`src/rtl/dma_read_responder.sv`:
```
// Single-word DMA read responder between device initiators and memory.
// Optional odd-parity checking on memory data: define DMA_RESP_PARITY_EN.
module dma_read_responder #(
    parameter int MEM_TIMEOUT = 127,
    parameter int AWIDTH      = 20
) (
    input  logic              clk,
    input  logic              rst,
    input  logic              devREQI,
    input  logic [35:0]       devADDRI,
    output logic              devACKO,
    output logic [35:0]       devDATAO,
    output logic              memREQO,
    output logic [AWIDTH-1:0] memADDRO,
    input  logic              memACKI,
    input  logic [35:0]       memDATAI,
    input  logic              clrNXM,
    output logic              nxmFLAG,
    output logic [15:0]       xferCOUNT,
    output logic              busy
`ifdef DMA_RESP_PARITY_EN
    ,
    input  logic              memPARI,
    output logic              perrFLAG
`endif
);

    typedef enum logic [1:0] {
        IDLE    = 2'd0,
        MEMWAIT = 2'd1,
        ACK     = 2'd2,
        RELEASE = 2'd3
    } state_t;

    localparam logic [7:0] TMO = 8'(MEM_TIMEOUT);

    state_t            r_state, w_state_nxt;
    logic [7:0]        r_timer, w_timer_nxt;
    logic              r_memreq, w_memreq_nxt;
    logic              r_ack, w_ack_nxt;
    logic [35:0]       r_data, w_data_nxt;
    logic [AWIDTH-1:0] r_addr, w_addr_nxt;
    logic              r_nxm, w_nxm_nxt;
    logic [15:0]       r_count, w_count_nxt;
    logic              r_busy;
    logic              w_nxm_set;

    always_comb begin
        w_state_nxt  = r_state;
        w_timer_nxt  = r_timer;
        w_memreq_nxt = r_memreq;
        w_ack_nxt    = r_ack;
        w_data_nxt   = r_data;
        w_addr_nxt   = r_addr;
        w_count_nxt  = r_count;
        w_nxm_set    = 1'b0;
        unique case (r_state)
            IDLE: begin
                if (devREQI) begin
                    w_addr_nxt   = devADDRI[AWIDTH-1:0];
                    w_memreq_nxt = 1'b1;
                    w_timer_nxt  = TMO;
                    w_state_nxt  = MEMWAIT;
                end
            end
            MEMWAIT: begin
                if (!devREQI) begin
                    w_memreq_nxt = 1'b0;
                    w_state_nxt  = IDLE;
                end else if (memACKI) begin
                    w_data_nxt   = memDATAI;
                    w_memreq_nxt = 1'b0;
                    w_ack_nxt    = 1'b1;
                    w_state_nxt  = ACK;
                end else if (r_timer == 8'd0) begin
                    w_memreq_nxt = 1'b0;
                    w_nxm_set    = 1'b1;
                    w_state_nxt  = RELEASE;
                end else begin
                    w_timer_nxt = r_timer - 8'd1;
                end
            end
            ACK: begin
                w_ack_nxt   = 1'b0;
                w_count_nxt = r_count + 16'd1;
                w_state_nxt = RELEASE;
            end
            RELEASE: begin
                if (!devREQI) begin
                    w_state_nxt = IDLE;
                end
            end
            default: w_state_nxt = IDLE;
        endcase
        // A new NXM outranks a simultaneous clear.
        w_nxm_nxt = r_nxm;
        if (clrNXM) begin
            w_nxm_nxt = 1'b0;
        end
        if (w_nxm_set) begin
            w_nxm_nxt = 1'b1;
        end
    end

    always_ff @(posedge clk or negedge rst) begin
        if (!rst) begin
            r_state  <= IDLE;
            r_timer  <= TMO;
            r_memreq <= 1'b0;
            r_ack    <= 1'b0;
            r_data   <= '0;
            r_addr   <= '0;
            r_nxm    <= 1'b0;
            r_count  <= '0;
            r_busy   <= 1'b0;
        end else begin
            r_state  <= w_state_nxt;
            r_timer  <= w_timer_nxt;
            r_memreq <= w_memreq_nxt;
            r_ack    <= w_ack_nxt;
            r_data   <= w_data_nxt;
            r_addr   <= w_addr_nxt;
            r_nxm    <= w_nxm_nxt;
            r_count  <= w_count_nxt;
            r_busy   <= (w_state_nxt != IDLE);
        end
    end

`ifdef DMA_RESP_PARITY_EN
    logic r_perr;
    logic w_perr_set;

    assign w_perr_set = (r_state == MEMWAIT) && devREQI && memACKI
                        && ((^memDATAI ^ memPARI) != 1'b1);

    always_ff @(posedge clk or negedge rst) begin
        if (!rst) begin
            r_perr <= 1'b0;
        end else if (w_perr_set) begin
            r_perr <= 1'b1;
        end else if (clrNXM) begin
            r_perr <= 1'b0;
        end
    end

    assign perrFLAG = r_perr;
`endif

    assign devACKO   = r_ack;
    assign devDATAO  = r_data;
    assign memREQO   = r_memreq;
    assign memADDRO  = r_addr;
    assign nxmFLAG   = r_nxm;
    assign xferCOUNT = r_count;
    assign busy      = r_busy;

endmodule

```
`config.mk`:
```
export PLATFORM = sky130hd
export DESIGN_NAME = dma_read_responder
export DESIGN_NICKNAME = d
export VERILOG_FILES = /design/src/rtl/dma_read_responder.sv
export SDC_FILE = /design/constraint.sdc
export NUM_CORES = 1
export LEC_CHECK = 0
export ABC_CLOCK_PERIOD_IN_PS = 5050
export CORE_MARGIN = 5
export CORE_UTILIZATION = 46
export DETAILED_ROUTE_END_ITERATION = 8
export PLACE_DENSITY_LB_ADDON = 0.1
export SYNTH_ARGS = -nofsm -noshare
export SYNTH_HDL_FRONTEND = slang
export SYNTH_SLANG_ARGS = --single-unit
```
`constraint.sdc`:
```
create_clock -name clk -period 5.05 [get_ports clk]
set_clock_uncertainty 0.1 [all_clocks]
set_input_delay 1.01 -clock clk [delete_from_list [all_inputs] [get_ports clk]]
set_output_delay 1.01 -clock clk [all_outputs]
set_load 0.02 [all_outputs]
```
==> impl_metrics.yaml <==
layout:
  diodes: 0
  utilization_pct: 68.4
  syn_to_final_growth_pct: 45.6
  finalNetCount: 476
  drive_gt1_share_pct: 8.48
  final_area_um2: 5230
  nFillCells: 598
yosys:
  yosysMostFrequentCell: "dfrtp_1"
  synth-compound-area-share_pct: 4.98
  avgSynthCellArea_um2: 14.0
  synth_cells: 257
  synthesis.nets: 336
  ys_seq_area_share_pct: 60.2
  ys_ff_latch: 86
  synthAdderAreaFrac_pct: 0.697
  synth_edf_count: 0
  synthFlopType: "dfrtp_1"
  synth_top_area_share_pct: 55.1
  ys_types: 51
  yosys.area_share.simple_pct: 10.0
  synth_area_leader_cell: "dfrtp_1"
  yosys-mux-area-fraction_pct: 18.2
  synth-xor-area-share_pct: 3.66
  synth_area_um2: 3590
  synth_warnings: 0
  synth_commonest_cells: "dfrtp_1 (79), mux2_1 (57), inv_1 (10), xor2_1 (10), nor2_1 (9)"
  async_flop_share_pct: 100
  synth_top_family_by_area: "multiplexers"
  netlist_top_cells_area: "dfrtp_1 (55%), mux2_1 (18%), dfstp_2 (5.1%)"
global_route:
  grt_pass1_wl_mm: 12.8
  grt_overflow_total: 0
  antenna_found_initial: 0
  grt_pass1_vias: 2641
  grt_usage_pct: 16.7
  grt_start_max_net_pins: 47
die:
  fp.dieH_um: 98.4
  design.die.area_um2: 9670
  pin_count: 153
  initial_core_util_pct: 47.0
  rows: 32
  coreArea_um2: 7650
  die_w_um: 98.4
placed_design:
  io_buffers: 136
  gp_congestion: 0.756
  hpwl_mm: 5.66
  dp_slack_ps: 1560
  placed_area_um2: 5040
power:
  vdd_ir_drop_max_uv: 238
  powerDensity_nw_per_um2: 448
  leakagePower_nw: 2.19
clock_tree:
  root_buffer: "clkbuf_8"
  ctsHtreeMaxLevel: 3
  cts_made_buffers: 9
  cts_buffer_depth: 2
  cts.sinks: 86
  cts_setup_buffers: 0
  hold_buffers: 0
  clk_latency_ps: 350
  cts_tree: "done"
  cts-resized-gates: 0
  clk_pin_slew_ps: 80
drt:
  vias: 2521
  ant_nets: 0
  routed_wl_mm: 7.73
  vias_per_cell: 5.01
  drtIter0Drc: 39
  drc: 0
  drt_pass1_iterations: 4
  routedWlPerCell_um: 15.4
sta:
  relSlewSlack_pct: 28.9
  setup_violations: 0
  fin_crit_sh_pct: 60.1
  period_needed_ps: 3040
  max_freq_ghz: 0.329
  fin_setup_tns_ps: 0
  slew_violations: 0
  fin_ws_ps: 2010
  rsz0062_at_grt: "no"
  tightest_slew_ps: 1060
  hold_viol_final: 0
critical_path:
  worst_setup_path_end_kind: "register"
  slowest_delay_ps: 900
  reg2reg_depth: 3
  worst-endpoint-required_ps: 5180
  crit_path_top_delay_cell: "nor2_2"
  cp-start-kind: "input pin"
  crit_chain: "clkdlybuf4s50_1 > nand2b_1 > nor2_2 > mux2_1"
  cp_data_arrival_time_ps: 3170
  critPathKind: "in2reg"
  crit_fanout: 23
status:
  status: "finished, final reports clean"
worst_hold_path:
  hold_depth: 1
  hp-class: "reg2reg"
job:
  max_cap_violations: 0
==> per-stage QoR <==
| step | hold slack (ps) | instances | power [W] |
|---|---|---|---|
| finish | 374 | 503 | 0.00234 |
| CTS | 377 | 503 | 0.00238 |
| global route | 399 | 503 | 0.00248 |
| floorplan | 385 | 257 | 0.00142 |
| detailed placement | 365 | 488 | 0.00190 |
| global placement | 359 | 488 | 0.00188 |
==> where the power goes <==
group	switching [W]	total (W)	internal, W
Combinational	0.000412	0.000862	0.000450
Clock	0.000236	0.000474	0.000238
Sequential	0.000125	0.00101	0.000884
Total	0.000773	0.00234	0.00157
==> registers in the layout, indices dropped and copies added, names as in the netlist <==
register,flops
memREQO,1
xferCOUNT,16
r_timer,8
devACKO,1
r_state,2
nxmFLAG,1
devDATAO,36
memADDRO,20
busy,1
==> logic make-up (layout without fill, tap and decap cells) <==
family | count (synthesis) | count (layout)
flip-flops | 86 | 86
multiplexers | 58 | 58
AND/OR/NAND/NOR | 51 | 51
AO/OA/AOI/OAI | 27 | 27
buffers and inverters | 18 | 162
XOR/XNOR | 15 | 15
adder cells (fa/ha/maj) | 2 | 2
==> path summary, 6_finish.rpt <==
check                           slack [ps]           from            end
worst max-delay path                  2010        devREQI   memADDRO[13]
worst min-delay path                   370  xferCOUNT[15]  xferCOUNT[15]
worst max register to register        2770     r_state[1]   memADDRO[13]
worst min register to register         370  xferCOUNT[15]  xferCOUNT[15]
max in group asynchronous             3320            rst     r_timer[3]
min in group asynchronous              540            rst    memADDRO[5]
==> layout by cell type, fill, tap and decap left out, drive strengths merged, types with 6 or more instances in the layout <==
cell type,synthesis,layout
nand4,6,6
nand2,7,7
dfstp,7,7
nor2,10,10
xor2,10,10
clkbuf,1,11
mux2,57,57
inv,10,10
nor3,6,6
a21oi,8,8
dfrtp,79,79
clkdlybuf4s50,0,135
==> cell type report <==
type	count	area, um2	area share, %
Clock inverter	4	47.5	0.910
Multi-Input combinational cell	153	1350	25.8
Inverter	10	37.5	0.718
Clock buffer	11	141	2.70
Sequential cell	86	2160	41.3
Timing Repair Buffer	137	1370	26.1
Tap cell	102	128	2.44
==> critical path: cells and delay by family <==
| kind | cells | cell delay [ps] |
|---|---|---|
| multiplexers | 1 | 390 |
| AND/OR/NAND/NOR | 2 | 1190 |
| buffers and inverters | 1 | 580 |
==> metal layers <==
layer / wire, um / track usage, % / share of wire (%)
met1: 3090 / 19.1 / 40
met2: 3650 / 26.5 / 47
met3: 817 / 8.57 / 11
met4: 168 / 6.93 / 2.2
met5: 0 / 0 / 0
No activity file was read; power rests on OpenSTA's default activity.
